**src/rtl/ov7670_pkg.sv**
```systemverilog
// rtl/ov7670_pkg.sv - shared SCCB constants, FSM encoding and line-level helper
package ov7670_pkg;

  localparam logic [7:0]  SCCB_WRITE_ID = 8'h42;
  localparam logic [15:0] CFG_END       = 16'hFFFF;
  localparam logic [15:0] COM7_RESET    = 16'h1280;
  localparam logic [5:0]  CFG_IDX_MAX   = 6'd63;
  localparam logic [4:0]  LAST_BIT      = 5'd26;

  localparam logic [2:0] S_IDLE    = 3'd0;
  localparam logic [2:0] S_LOAD    = 3'd1;
  localparam logic [2:0] S_START   = 3'd2;
  localparam logic [2:0] S_BITS    = 3'd3;
  localparam logic [2:0] S_STOP    = 3'd4;
  localparam logic [2:0] S_GAP     = 3'd5;
  localparam logic [2:0] S_RSTWAIT = 3'd6;
  localparam logic [2:0] S_DONE    = 3'd7;

  typedef struct packed {
    logic sioc;
    logic siod_oe;
  } sccb_line_t;

  // Bus levels for a given position inside a write; anything outside START/BITS/STOP idles the bus.
  function automatic sccb_line_t sccb_line(input logic [2:0] state, input logic [1:0] qtr,
                                           input logic bit_val, input logic dont_care);
    sccb_line_t l;
    l.sioc    = 1'b1;
    l.siod_oe = 1'b0;
    case (state)
      S_START: l.siod_oe = qtr[1];
      S_BITS: begin
        l.sioc    = qtr[1];
        l.siod_oe = ~bit_val & ~dont_care;
      end
      S_STOP: begin
        l.sioc    = (qtr != 2'd0);
        l.siod_oe = ~qtr[1];
      end
      default: ;
    endcase
    return l;
  endfunction

endpackage

```
**src/rtl/ov7670_sccb_cfg_if.sv**
```systemverilog
// rtl/ov7670_sccb_cfg_if.sv - control and SCCB bus bundle of the camera configurator
interface ov7670_sccb_cfg_if;
  logic       start;
  logic       sioc;
  logic       siod_oe;
  logic       busy;
  logic       done;
  logic [5:0] cfg_idx;

  modport master (input start, output sioc, output siod_oe, output busy, output done, output cfg_idx);
  modport slave  (output start, input sioc, input siod_oe, input busy, input done, input cfg_idx);
endinterface

```
**src/rtl/ov7670_cfg_rom.sv**
```systemverilog
// rtl/ov7670_cfg_rom.sv - register/value table: soft reset, QVGA RGB565, QQVGA down-scaling
module ov7670_cfg_rom (
  input  logic [5:0]  addr_i,
  output logic [15:0] data_o
);
  import ov7670_pkg::*;

  always_comb begin
    case (addr_i)
      6'd0:    data_o = COM7_RESET;
      6'd1:    data_o = 16'h1214;
      6'd2:    data_o = 16'h40D0;
      6'd3:    data_o = 16'h1101;
      6'd4:    data_o = 16'h0C04;
      6'd5:    data_o = 16'h3E1A;
      6'd6:    data_o = 16'h7222;
      6'd7:    data_o = 16'h73F2;
      default: data_o = CFG_END;
    endcase
  end

endmodule

```
**src/rtl/ov7670_sccb_cfg.sv**
```systemverilog
// rtl/ov7670_sccb_cfg.sv - walks the config ROM and issues one 3-phase SCCB write per entry
module ov7670_sccb_cfg #(
  parameter int unsigned QUARTER  = 250,
  parameter int unsigned RST_WAIT = 100_000,
  parameter int unsigned GAP_Q    = 4
) (
  input logic               clk,
  input logic               rst,
  ov7670_sccb_cfg_if.master bus
);
  import ov7670_pkg::*;

  localparam int unsigned QCW = (QUARTER > 1) ? $clog2(QUARTER) : 1;
  localparam int unsigned WCW = (RST_WAIT > 1) ? $clog2(RST_WAIT) : 1;
  localparam logic [QCW-1:0] Q_LAST   = QCW'(QUARTER - 1);
  localparam logic [WCW-1:0] W_LAST   = WCW'(RST_WAIT - 1);
  localparam logic [7:0]     GAP_LAST = 8'(GAP_Q - 1);

  logic [2:0]     state_q, state_d;
  logic [QCW-1:0] qcnt_q, qcnt_d;
  logic [7:0]     qtr_q, qtr_d;
  logic [4:0]     bit_q, bit_d;
  logic [26:0]    sh_q, sh_d;
  logic [5:0]     idx_q, idx_d;
  logic [15:0]    entry_q, entry_d;
  logic [WCW-1:0] wait_q, wait_d;
  logic           sioc_q, sioc_d;
  logic           oe_q, oe_d;
  logic           busy_q, busy_d;
  logic           done_q, done_d;

  logic [15:0]    rom_data;
  logic           tick;
  logic [7:0]     qtr_last;
  logic [5:0]     idx_next;
  logic           dont_care_d;
  sccb_line_t     line_d;

  ov7670_cfg_rom u_rom (
    .addr_i (idx_q),
    .data_o (rom_data)
  );

  assign tick     = (qcnt_q == Q_LAST);
  assign qtr_last = (state_q == S_GAP) ? GAP_LAST : 8'd3;
  assign idx_next = (idx_q == CFG_IDX_MAX) ? idx_q : idx_q + 6'd1;

  always_comb begin
    state_d = state_q;
    qcnt_d  = qcnt_q;
    qtr_d   = qtr_q;
    bit_d   = bit_q;
    sh_d    = sh_q;
    idx_d   = idx_q;
    entry_d = entry_q;
    wait_d  = wait_q;
    case (state_q)
      S_IDLE, S_DONE: begin
        if (bus.start) begin
          state_d = S_LOAD;
          idx_d   = 6'd0;
        end
      end
      S_LOAD: begin
        qcnt_d  = '0;
        qtr_d   = 8'd0;
        bit_d   = 5'd0;
        entry_d = rom_data;
        sh_d    = {SCCB_WRITE_ID, 1'b0, rom_data[15:8], 1'b0, rom_data[7:0], 1'b0};
        // Index 63 is never transmitted: running off the table ends the sequence.
        if (rom_data == CFG_END || idx_q == CFG_IDX_MAX) state_d = S_DONE;
        else                                             state_d = S_START;
      end
      S_START, S_BITS, S_STOP, S_GAP: begin
        qcnt_d = tick ? '0 : qcnt_q + QCW'(1);
        if (tick) begin
          if (qtr_q == qtr_last) begin
            qtr_d = 8'd0;
            case (state_q)
              S_START: begin
                state_d = S_BITS;
                bit_d   = 5'd0;
              end
              S_BITS: begin
                if (bit_q == LAST_BIT) begin
                  state_d = S_STOP;
                end else begin
                  bit_d = bit_q + 5'd1;
                  sh_d  = {sh_q[25:0], 1'b0};
                end
              end
              S_STOP: state_d = S_GAP;
              default: begin
                if (entry_q == COM7_RESET) begin
                  state_d = S_RSTWAIT;
                  wait_d  = '0;
                end else begin
                  state_d = S_LOAD;
                  idx_d   = idx_next;
                end
              end
            endcase
          end else begin
            qtr_d = qtr_q + 8'd1;
          end
        end
      end
      default: begin
        wait_d = wait_q + WCW'(1);
        if (wait_q == W_LAST) begin
          wait_d  = '0;
          state_d = S_LOAD;
          idx_d   = idx_next;
        end
      end
    endcase
  end

  // Outputs are registered from the next position so every line change lands on a quarter edge.
  assign dont_care_d = (bit_d == 5'd8) || (bit_d == 5'd17) || (bit_d == LAST_BIT);
  assign line_d      = sccb_line(state_d, qtr_d[1:0], sh_d[26], dont_care_d);

  always_comb begin
    sioc_d = line_d.sioc;
    oe_d   = line_d.siod_oe;
    busy_d = (state_d != S_IDLE) && (state_d != S_DONE);
    done_d = (state_d == S_DONE);
  end

  always_ff @(posedge clk) begin
    if (rst) begin
      state_q <= S_IDLE;
      qcnt_q  <= '0;
      qtr_q   <= 8'd0;
      bit_q   <= 5'd0;
      sh_q    <= '0;
      idx_q   <= 6'd0;
      entry_q <= 16'd0;
      wait_q  <= '0;
      sioc_q  <= 1'b1;
      oe_q    <= 1'b0;
      busy_q  <= 1'b0;
      done_q  <= 1'b0;
    end else begin
      state_q <= state_d;
      qcnt_q  <= qcnt_d;
      qtr_q   <= qtr_d;
      bit_q   <= bit_d;
      sh_q    <= sh_d;
      idx_q   <= idx_d;
      entry_q <= entry_d;
      wait_q  <= wait_d;
      sioc_q  <= sioc_d;
      oe_q    <= oe_d;
      busy_q  <= busy_d;
      done_q  <= done_d;
    end
  end

  assign bus.sioc    = sioc_q;
  assign bus.siod_oe = oe_q;
  assign bus.busy    = busy_q;
  assign bus.done    = done_q;
  assign bus.cfg_idx = idx_q;

endmodule

```
**src/flat_wrapper.sv**
```systemverilog
// flat-port wrapper written by rule: the top's interface ports become plain ports
module ov7670_sccb_cfg_flat import ov7670_pkg::*;
#(
  parameter int unsigned QUARTER  = 250,
  parameter int unsigned RST_WAIT = 100_000,
  parameter int unsigned GAP_Q    = 4
)
  (clk, rst, bus_start, bus_sioc, bus_siod_oe, bus_busy, bus_done, bus_cfg_idx);
  ov7670_sccb_cfg_if bus_i ();
  input logic clk;
  input logic rst;
  input wire logic [$bits(bus_i.start)-1:0] bus_start;
  output wire logic [$bits(bus_i.sioc)-1:0] bus_sioc;
  output wire logic [$bits(bus_i.siod_oe)-1:0] bus_siod_oe;
  output wire logic [$bits(bus_i.busy)-1:0] bus_busy;
  output wire logic [$bits(bus_i.done)-1:0] bus_done;
  output wire logic [$bits(bus_i.cfg_idx)-1:0] bus_cfg_idx;
  assign bus_i.start = bus_start;
  assign bus_sioc = bus_i.sioc;
  assign bus_siod_oe = bus_i.siod_oe;
  assign bus_busy = bus_i.busy;
  assign bus_done = bus_i.done;
  assign bus_cfg_idx = bus_i.cfg_idx;
  ov7670_sccb_cfg #(.QUARTER(QUARTER), .RST_WAIT(RST_WAIT), .GAP_Q(GAP_Q)) u_core (.clk(clk), .rst(rst), .bus(bus_i));
endmodule
```
**config.mk**
```make
export PLATFORM = sky130hd
export DESIGN_NAME = ov7670_sccb_cfg_flat
export DESIGN_NICKNAME = d
export VERILOG_FILES = /design/src/rtl/ov7670_pkg.sv /design/src/rtl/ov7670_sccb_cfg_if.sv /design/src/rtl/ov7670_cfg_rom.sv /design/src/rtl/ov7670_sccb_cfg.sv /design/src/flat_wrapper.sv
export SDC_FILE = /design/constraint.sdc
export NUM_CORES = 1
export LEC_CHECK = 0
export ABC_AREA = 1
export CORE_ASPECT_RATIO = 0.7
export CORE_UTILIZATION = 58
export CTS_BUF_LIST = sky130_fd_sc_hd__clkbuf_8
export DETAILED_ROUTE_END_ITERATION = 7
export PLACE_DENSITY = 0.88
export SLEW_MARGIN = 20
export SYNTH_ARGS = -nofsm -noshare
export SYNTH_HDL_FRONTEND = slang
export SYNTH_SLANG_ARGS = --single-unit
```
**constraint.sdc**
```tcl
create_clock -name clk -period 2.6 [get_ports clk]
set_clock_uncertainty 0.2 [all_clocks]
set_input_delay 0.78 -clock clk [delete_from_list [all_inputs] [get_ports clk]]
set_output_delay 0.78 -clock clk [all_outputs]
set_load 0.01 [all_outputs]
```
==> results of run 1 <==
## cells in the mapped netlist (2+ instances only)
| cell | n |
|---|---|
| a31oi_1 | 19 |
| o21ai_1 | 8 |
| ha_1 | 14 |
| nor2_1 | 87 |
| o21ai_0 | 36 |
| nand2_1 | 164 |
| o21ai_2 | 5 |
| nand4_1 | 5 |
| nand3_1 | 42 |
| a22oi_1 | 2 |
| xor2_1 | 2 |
| nor3_1 | 16 |
| nor2_2 | 10 |
| xnor2_1 | 2 |
| clkbuf_1 | 9 |
| buf_1 | 2 |
| inv_1 | 76 |
| dfxtp_1 | 104 |
| inv_2 | 13 |
| a211oi_1 | 3 |
| nand2_2 | 6 |
| nor4_1 | 4 |
| a21oi_1 | 72 |
| nand2_4 | 5 |
| nand3_2 | 2 |
| nor2_4 | 3 |
| and3_1 | 3 |
| buf_2 | 8 |
## stage by stage
stage | cell area [um2] | setup WS, ns | utilization, % | power, mW
CTS | 5770 | 0.0131 | 67.4 | 5.98
detailed placement | 5570 | -0.0983 | 65.1 | 4.98
global placement | 5570 | -0.0248 | 65.1 | 4.84
finish | 5870 | 0.0376 | 68.7 | 6.16
global route | 5870 | -0.0753 | 68.7 | 6.61
floorplan | 5170 | 0.138 | - | 4.12
## per-layer routing
layer | wire length [um] | global-route usage, % | vias up | part of all wire, %
met1 | 5430 | 34.8 | 2291 | 45
met5 | 0 | 0 | - | 0
li1 | - | - | 2473 | -
met2 | 5840 | 46.6 | 172 | 48
met4 | 115 | 8.44 | 0 | 0.95
met3 | 784 | 6.04 | 13 | 6.4
## where the power goes
part	total, mW	leakage, nW	internal [mW]	switching [mW]
Combinational	3.22	1.47	1.13	2.09
Clock	0.988	0.0996	0.436	0.553
Sequential	1.95	0.847	1.83	0.125
## worst max-delay path, delay by kind of cell, from the launching register on
family,cells,cell delay [ns]
adder cells (fa/ha/maj),2,0.33
AND/OR/NAND/NOR,9,0.94
AO/OA/AOI/OAI,2,0.30
buffers and inverters,3,0.30
flip-flops,1,0.38
## final timing paths
check	startpoint	cells after the start	to
worst min-delay path	u_core.entry_q[2]	2	u_core.entry_q[2]
worst min register to register	u_core.entry_q[2]	2	u_core.entry_q[2]
worst max register to register	u_core.wait_q[0]	16	flip-flop
worst max-delay path	u_core.wait_q[0]	16	flip-flop
## cell type report
type | count | area (um2) | share of cell area (%)
Multi-Input combinational cell | 522 | 2710 | 46.1
Sequential cell | 104 | 2090 | 35.5
Timing Repair Buffer | 41 | 375 | 6.39
Inverter | 92 | 353 | 6.01
Clock buffer | 12 | 165 | 2.81
Tap cell | 120 | 150 | 2.56
Clock inverter | 4 | 33.8 | 0.575
## kinds of logic after synthesis
group / synth area share (%)
compound gates: 16.3
buf+inv: 8.71
fa+ha+maj: 3.39
simple gates: 30.6
xor+xnor: 0.678
flops: 40.3
## what timing repair did
action / in CTS / in global routing
hold buffers: 0 / 0
setup buffers: 0 / 4
setup endpoints to repair: 0 / 16
resized for setup: 0 / 23
==> impl_metrics.ini, run 1 <==
[global_route]
antenna_found_initial = 0
grtUsageTotal_pct = 27.3
grt_max_degree = 43
grt_pass1_wl_mm = 20.0
grt_pass1_vias = 4481
grt_remaining_overflow = 0

[run]
drv_cap = 0

[outcome]
status = finished clean

[clocking]
cts_htree_levels = 3
root_buffer = clkbuf_8
cts_tree = done
clk-insertion-delay-late_ns = 0.37
clockBufferDepth = 2
clkSlewWorstSetupHoldPaths_ns = 0.10
clkSinkCount = 104
numCtsBuffers = 9

[finish]
antennaDiodeCount = 0
drive_gt1_share_pct = 14.6
final_common_cell = nand2_1
finalNonFillerCells = 895
fillers = 718
nets = 787
final_cell_mix = nand2_1 (161), dfxtp_1 (100), nor2_1 (86), inv_1 (75), a21oi_1 (71)
area_growth_pct = 13.6

[worst_setup_path]
worstSetupPathType = flip-flop to flip-flop
crit_chain = ha_4 > nand2_1 > inv_2 > nand2_1 > nor2_1 > nand2_2 > nand2_2 > nor2_1 > nor2_2 > nand2_2 > o21ai_2 > nor2_4 > buf_4 > ha_1 > inv_1 > o21ai_1
crit_top_cell = nand2_2
arrival_ns = 2.63
critPathCaptureType = flip-flop
reg2reg_slack_ns = 0.04
slowest_delay_ns = 0.38
cp-start-kind = flip-flop
required_ns = 2.66
cp_max_fo = 5
crit_slowest_cell = dfxtp_2

[timing]
maxSlewHeadroom_pct = 69.5
drv_slew = 0
fin_crit_sh_pct = 98.6
setup_tns_ns = 0
rsz0062_at_grt = yes
tightest_slew_ns = 0.453
setup_viol = 0
holdWs_ns = 0.274
fmax_mhz = 390
min_period_ns = 2.56
hold_viol = 0

[synth]
synth.avg_cell_area_um2 = 6.99
ys.flop_type = dfxtp_1
ys_ff_latch = 104
synth_edf_count = 0
synth_area_um2 = 5170
yosys.area.top_type = dfxtp_1
ys_top_cells_by_area = dfxtp_1 (40%), nand2_1 (12%), a21oi_1 (7.0%)
synth.net_count = 756
yosysSeqAreaShare_pct = 40.3
yosysUniqueCellTypes = 45
synth-warning-count = 0
yosysTopAreaCellShare_pct = 40.3
netlist_instances = 739
async_flop_share_pct = 0

[floorplan]
die_h_um = 81.0
io_pins = 13
start_util_pct = 60.5
core_area_um2 = 8550
dieArea_um2 = 9300
die_x_um = 115
row_count = 28

[pwr]
ir_drop_mv = 0.671
cellLeakagePower_nw = 2.42
p_per_area_nw_per_um2 = 1050

[detailed_routing]
drtIter0Drc = 338
drc = 0
vias = 4949
wl_per_cell_um = 13.6
viasPerCell = 5.53
drt.antenna.violating_nets = 0
drt_first_pass_iters = 5
detail_route.wirelength_mm = 12.2

[place]
dpl.hpwl_mm = 8.71
gp_congestion = 0.877
io_buffer_count = 12
dp.cells = 875

[hold_path]
hold_class = flip-flop to flip-flop
No activity file was read; power rests on OpenSTA's default activity.
==> run 2: changes to the inputs <==
--- a/config.mk
+++ b/config.mk
@@ -10,7 +10,8 @@
 export CORE_UTILIZATION = 58
 export CTS_BUF_LIST = sky130_fd_sc_hd__clkbuf_8
 export DETAILED_ROUTE_END_ITERATION = 7
-export PLACE_DENSITY = 0.88
+export PLACE_DENSITY_LB_ADDON = 0.08
+export SETUP_SLACK_MARGIN = 0.1
 export SLEW_MARGIN = 20
 export SYNTH_ARGS = -nofsm -noshare
 export SYNTH_HDL_FRONTEND = slang
==> run 2 against run 1 <==
Against the previous run:
- first-iteration DRC count rose by 8.9%
- combinational power grew 5%
- die area unchanged
- register-to-register slack improved by 0.19 ns
- final area increased by 1.8%
- worst setup slack gained 0.19 ns
- count of clock-buffer cells in the layout down 3
- sequential power barely moved
- critical path type is now flip-flop to primary output
- largest power group unchanged
==> impl_metrics.ini, run 2 (synthesis results as in run 1) <==
[worst_setup_path]
r2r_cells = 17
slowest_delay_ns = 0.57
reg2reg_slack_ns = 0.23
required_ns = 1.62
path_buf_inv = 1
cp_max_fo = 6
worstSetupPathType = flip-flop to primary output
critPathTopFamily = buffers and inverters
crit_chain = clkdlybuf4s50_1
path_depth = 1
cp-start-kind = flip-flop
critPathCaptureType = primary output
arrival_ns = 1.39
crit_slowest_cell = clkdlybuf4s50_1

[detailed_routing]
drt_first_pass_iters = 5
drtIter0Drc = 368
viasPerCell = 5.38
drc = 0
wl_per_cell_um = 13.1
drt.antenna.violating_nets = 0
vias = 4852
detail_route.wirelength_mm = 11.8

[floorplan]
dieArea_um2 = 9300
row_count = 28
io_pins = 13
die_x_um = 115
start_util_pct = 60.5
core_area_um2 = 8550
die_h_um = 81.0

[timing]
rsz0062_at_grt = yes
setup_ws_ns = 0.226
drv_slew = 0
maxSlewHeadroom_pct = 69.7
setup_viol = 0
tightest_slew_ns = 0.452
fin_crit_sh_pct = 91.3
fmax_mhz = 421
hold_viol = 0
min_period_ns = 2.37

[clocking]
cts_htree_levels = 3
cts_tree = done
clockBufferDepth = 2
clkSinkCount = 104
clkSlewWorstSetupHoldPaths_ns = 0.11
root_buffer = clkbuf_8
clk-insertion-delay-late_ns = 0.38
numCtsBuffers = 9

[hold_path]
hold_class = flip-flop to flip-flop
whs_path_depth = 2

[place]
io_buffer_count = 12
gp_congestion = 0.899
placed_area_um2 = 5560
dpl.hpwl_mm = 8.51
dp_slack_ns = -0.149
dp.cells = 877

[pwr]
sw_frac_of_total_pct = 45.3
internal_power_mw = 3.42
p_seq_share_pct = 31.1
cellLeakagePower_nw = 2.45
ir_drop_mv = 0.543
combinationalPowerShare_pct = 53.9
p_sw_mw = 2.84
clkPwrFrac_pct = 15.1
p_per_area_nw_per_um2 = 1050

[finish]
nets = 794
final_cell_mix = nand2_1 (158), dfxtp_1 (92), nor2_1 (85), inv_1 (73), a21oi_1 (72)
final_cell_area_um2 = 5980
antennaDiodeCount = 0
finalNonFillerCells = 902
area_growth_pct = 15.6
drive_gt1_share_pct = 17.4
final_common_cell = nand2_1

[global_route]
grt_remaining_overflow = 0
grt_pass1_wl_mm = 19.3
grt_pass1_vias = 4267
grtUsageTotal_pct = 26.3
grt_max_degree = 27
antenna_found_initial = 0

[run]
drv_cap = 0

[outcome]
status = finished clean
==> run 2: power by group through the flow <==
stage	combinational, mW	sequential (mW)	clock, mW
6_report	3.37	1.94	0.942
3_3_place_gp	2.91	1.96	0
4_1_cts	3.05	1.93	0.967
3_5_place_dp	3.01	1.97	0
5_1_grt	3.78	1.97	1.04
2_1_floorplan	2.18	1.95	0
==> run 2: routing by layer <==
| layer | track usage [%] | vias to the layer above | part of all wire [%] |
|---|---|---|---|
| met4 | 7.53 | 0 | 1.1 |
| met1 | 35.5 | 2235 | 48 |
| met2 | 42.4 | 118 | 46 |
| met3 | 6.04 | 13 | 5.4 |
| met5 | 0 | - | 0 |
| li1 | - | 2486 | - |
==> run 2: timing repair <==
action	CTS	global route
buffers inserted	0	9
hold buffers	0	0
pin swaps	1	16
setup endpoints to repair	10	54
gates resized for setup	5	46
==> run 2: final cells by class <==
cell class / instances / area, um2
Multi-Input combinational cell: 522 / 2790
Fill cell: 770 / 2570
Sequential cell: 104 / 2100
Timing Repair Buffer: 48 / 403
Inverter: 92 / 355
Tap cell: 120 / 150
Clock buffer: 9 / 124
Clock inverter: 7 / 55.1
==> run 2: through the flow <==
| stage | setup TNS [ns] | power [mW] | hold WS (ns) | util (%) |
|---|---|---|---|---|
| 3_3_place_gp | -0.0812 | 4.87 | 0.253 | 65.0 |
| 3_5_place_dp | -1.08 | 4.98 | 0.257 | 65.0 |
| 2_1_floorplan | 0 | 4.12 | 0.243 | - |
| 4_1_cts | 0 | 5.95 | 0.273 | 67.2 |
| 6_report | 0 | 6.26 | 0.270 | 69.9 |
| 5_1_grt | 0 | 6.79 | 0.291 | 69.9 |
==> run 2: path summary, 6_finish.rpt <==
path | start | end
max | u_core.bus.cfg_idx[2] | bus_cfg_idx[2]
max reg2reg | u_core.wait_q[1] | flip-flop
min reg2reg | u_core.entry_q[3] | u_core.entry_q[3]
min | u_core.entry_q[3] | u_core.entry_q[3]
==> variant 1: new RTL, settings of run 1 <==
`sh_q` no longer has a reset.
--- a/src/rtl/ov7670_sccb_cfg.sv
+++ b/src/rtl/ov7670_sccb_cfg.sv
@@ -135,3 +135,2 @@
       bit_q   <= 5'd0;
-      sh_q    <= '0;
       idx_q   <= 6'd0;
@@ -148,3 +147,2 @@
       bit_q   <= bit_d;
-      sh_q    <= sh_d;
       idx_q   <= idx_d;
@@ -159,2 +157,6 @@
 
+  always_ff @(posedge clk) begin
+    sh_q <= sh_d;
+  end
+
   assign bus.sioc    = sioc_q;
Function: no difference found for any inputs over 10 cycles, from zero or initial values and one cycle with rst high; that may be too few to reach the edited logic, so the function may still have changed.
==> variant 1 against run 1 <==
- synthesized area is 4.2% higher
- utilization is 1.6 points lower
- via count is 3.5% lower
- setup slack better by 0.095 ns
- non-clock buffer count is 2 lower
- sequential power is 5% higher
- final area is 3.3% higher
- power is 4.7% lower
- routed wire length hardly changed
- sequential cell count stayed put
- die area is 4.1% higher
- worst hold slack hardly changed
- first-iteration DRC count is 8.0% higher
- largest power group unchanged
==> variant 1: results (changes against run 1) <==
Parameter                              Value

Routing
  Via density per instance ... 5.391 (-2.5%)
  Detailed Route WL ... 12160 um (about the same)
  Initial DRC Count ... 365 (+8.0%)
  Post-detailed-route wirelength per cell ... 13.72 um (+0.96%)

Layout
  Non-clock buffers ... 39 (-4.9%)
  Ratio of cells with drive above 1 in the final layout ... 16.40% (+1.8 points)
  Count of filler cells inserted in the layout ... 700 (-2.5%)
  Post-layout net count ... 774 (-1.7%)
  Count of inverters not on the clock network in the layout ... 102 (+11%)
  Count of sequential standard cells ... 104 (unchanged)
  Number of multi-input logic gates ... 501 (-4.0%)
  Register share of the cell area ... 38.51% (+3.0 points)
  Fraction of area in multi-input gates ... 43.83% (-2.3 points)
  Growth of design area from synthesis to finish ... 12.54%
  Data-path buffer share of cell area in the final layout ... 5.530% (-0.86 points)

Worst setup path
  Worst EP arrival ... 2.60 ns (-0.03 ns)
  Crit-path max cell delay ... 0.35 ns (-0.03 ns)
  Required time reported for the critical path endpoint ... 2.73 ns (+0.07 ns)
  Critical-path cell with the highest stage delay ... dfxtp_1

Run status
  Run status ... completed

Timing
  Slew at the pin with the worst max-slew slack ... 0.6030 ns (+0.1497 ns)

Clocking
  Worst-Skew Late Latency ... 0.39 ns (+0.02 ns)
  CTS resizes ... 1 (+1)

Synthesis
  Synth Area in Compound Gates ... 9.963% (-6.4 points)
  Top cells by area, synth ... dfxtp_1, edfxtp_1, nand2_1
  Adder-cell share of the synthesized area ... 3.251% (-0.14 points)
  Post-synth EDFFs ... 25 (+25)
  Post-synth cell types ... 47 (+4.4%)
  Xor-xnor portion of the synthesized cell area ... 1.301% (+0.62 points)

Power and ir drop
  Ratio of total power to cell area ... 968.0 nW/um2 (-7.7%)
  Leakage Power ... 2.593 nW (+7.3%)
  Flop+latch power ... 0.00205 W (+5%)
  Clock Power Share ... 16.3% (+0.2 points)

Place
  Total cell area at the placement stage ... 5749 um2 (+3.3%)
  Post-DP HPWL ... 8805 um (+1.1%)
  Placed instance count ... 864 (-1.3%)
  Post-Place Worst Slack ... -0.2432 ns (-0.1448 ns)

Global route
  Global-route wire length before repair ... 19740 um (-1.4%)
  Maximum number of pins on one net before global-route repair ... 26 (-40%)
  Via count of the first global-routing pass ... 4388 (-2.1%)

Floorplanning
  Area inside the core boundary ... 9035 um2 (+5.7%)
[variant 1: worst paths after layout]
path	start	end	slack, ns	cells after the start
min	u_core.entry_q[2]	u_core.entry_q[2]	0.27	2
max	u_core.qtr_q[0]	flip-flop	0.13	15
min reg2reg	u_core.entry_q[2]	u_core.entry_q[2]	0.27	2
max reg2reg	u_core.qtr_q[0]	flip-flop	0.13	15
[variant 1: cells by family (layout without fill, tap and decap cells)]
logic type | after synthesis | count (layout)
AND/OR/NAND/NOR | 383 | 383
buffers and inverters | 119 | 157
flip-flops | 104 | 104
AO/OA/AOI/OAI | 96 | 96
adder cells (fa/ha/maj) | 14 | 14
XOR/XNOR | 8 | 8
[variant 1: per-layer routing]
layer	routed length [um]	vias up	global-route usage, %
met4	162	0	7.975
met1	5494	2199	33.91
met2	5715	172	44.00
met5	0	-	0
met3	787	20	5.839
li1	-	2385	-
==> variant 2: new RTL, flow settings as in run 1 <==
Without the edit above. `QUARTER` is set to 250 in 2 places; all go to 125.
--- a/src/rtl/ov7670_sccb_cfg.sv
+++ b/src/rtl/ov7670_sccb_cfg.sv
@@ -2,3 +2,3 @@
 module ov7670_sccb_cfg #(
-  parameter int unsigned QUARTER  = 250,
+  parameter int unsigned QUARTER  = 125,
   parameter int unsigned RST_WAIT = 100_000,
--- a/src/flat_wrapper.sv
+++ b/src/flat_wrapper.sv
@@ -3,3 +3,3 @@
 #(
-  parameter int unsigned QUARTER  = 250,
+  parameter int unsigned QUARTER  = 125,
   parameter int unsigned RST_WAIT = 100_000,
Check against the original RTL: same outputs for any inputs over 10 cycles, from zero or initial values and one cycle with rst high; that may be too few to reach the edited logic, so the function may still have changed.
==> variant 2 against run 1 <==
- sequential share of layout area shrank 1.2 points
- cell count is 1.2% higher
- routed wire length increased by 8.7%
- synthesized area is 1.6% higher
- die area is 1.6% higher
- final area is 2.6% higher
- power shrank 8.8%
- maximum frequency increased by 4.4%
- critical path depth stayed put
- sequential cell count down 1
- setup slack improved by 0.11 ns
- critical path type unchanged
==> variant 2: results (changes against run 1) <==
Parameter                              Value

Run status
  Run status ... completed

Power and ir drop
  Ratio of total power to cell area ... 932.9 nW/um2 (-11%)
  Combinational share of power ... 47.7% (-4.5 points)
  Leakage Power ... 2.396 nW (-0.80%)
  P_sw ... 0.002319 W (-16%)
  Worst IR Drop VDD ... 0.3621 mV (-46%)

Synthesis
  Commonest cells post-synth ... nand2_1, dfxtp_1, nor2_1
  Portion of the post-synthesis area used by sequential elements ... 39.25% (-1.0 points)
  Post-synth cell types ... 48 (+6.7%)
  Post-Syn Nets ... 749 (-0.93%)
  Post-synthesis cell count ... 732 (-0.95%)
  Top cells by area, synth ... dfxtp_1, nand2_1, a21oi_1

Worst setup path
  Worst EP arrival ... 2.53 ns (-0.10 ns)
  Crit-path max cell delay ... 0.36 ns (-0.02 ns)
  Critical-path cell with the highest stage delay ... dfxtp_2

Layout
  Count of filler cells inserted in the layout ... 687 (-4.3%)
  Growth of design area from synthesis to finish ... 14.60%
  Ratio of cells with drive above 1 in the final layout ... 17.94% (+3.4 points)
  Post-route insts no fill ... 906 (+1.2%)
  Post-layout net count ... 798 (+1.4%)

Routing
  Metal2 WL ... 6023 um (+3.2%)
  Routed metal-1 wire length ... 6216 um (+14%)
  Via density per instance ... 5.738 (+3.8%)
  Detailed Route WL ... 13230 um (+8.7%)
  Initial DRC Count ... 579 (+71%)
  WL met3 ... 828 um (+5.6%)
  Number of detailed-routing iterations run before antenna repair ... 6 (+1)

Global route
  Overall Global Routing Usage ... 29.62% (+2.3 points)
  Maximum number of pins on one net before global-route repair ... 50 (+16%)
  Via count of the first global-routing pass ... 4643 (+3.6%)
  Global-route wire length before repair ... 21830 um (+9.0%)

Place
  Post-Place Worst Slack ... -0.2582 ns (-0.1599 ns)
  Post-DP HPWL ... 9400 um (+8.0%)
  Gp weighted congestion ... 0.9350 (+6.6%)

Timing
  Final Cycle Share ... 94.41% (-4.1 points)
[variant 2: changes by cell type in the layout (fill, tap and decap cells not counted), sizes merged, moves of 6 or more]
cell / run 1 / this run
a31oi: 19 / 13
buf: 29 / 52
inv: 92 / 85
nand2: 175 / 149
nand3: 45 / 56
nand4: 5 / 16
o21ai: 50 / 62
[variant 2: routing by layer]
layer	GRT usage, %	up-vias
li1	-	2524
met3	7.380	25
met4	6.282	0
met5	0	-
met1	39.43	2423
met2	48.86	227
[variant 2: tightest hold or removal path: cells and delay by family, from the launching register on]
kind,cells,cell delay [ns]
AO/OA/AOI/OAI,1,0.05
flip-flops,1,0.32
AND/OR/NAND/NOR,1,0.06
[variant 2: cells by family after synthesis]
logic type / after synthesis / share of synthesized area, %
compound gates: 156 / 16.27
xor+xnor: 5 / 0.8337
fa+ha+maj: 14 / 3.334
buf+inv: 111 / 8.835
flops: 103 / 39.25
simple gates: 343 / 31.48
[variant 2: area by class of cell]
cell class	instances	area share (%)
clock buffer	9	2.057
clock inverter	7	1.101
inverter	86	5.569
multi-input combinational	518	46.05
sequential	103	34.33
tap	120	2.494
timing repair buffer	63	8.396
[variant 2: worst paths after layout]
| kind | startpoint | slack, ns | endpoint | depth (start not counted) |
|---|---|---|---|---|
| setup reg to reg | u_core.wait_q[1] | 0.15 | flip-flop | 16 |
| setup / recovery | u_core.wait_q[1] | 0.15 | flip-flop | 16 |
| hold reg to reg | u_core.sh_q[21] | 0.27 | u_core.sh_q[21] | 2 |
| hold / removal | u_core.sh_q[21] | 0.27 | u_core.sh_q[21] | 2 |
[variant 2: repair_timing]
item | CTS | global route
setup endpoints to repair | 4 | 45
setup buffers | 4 | 12
pin swaps | 1 | 4
resized for setup | 2 | 19
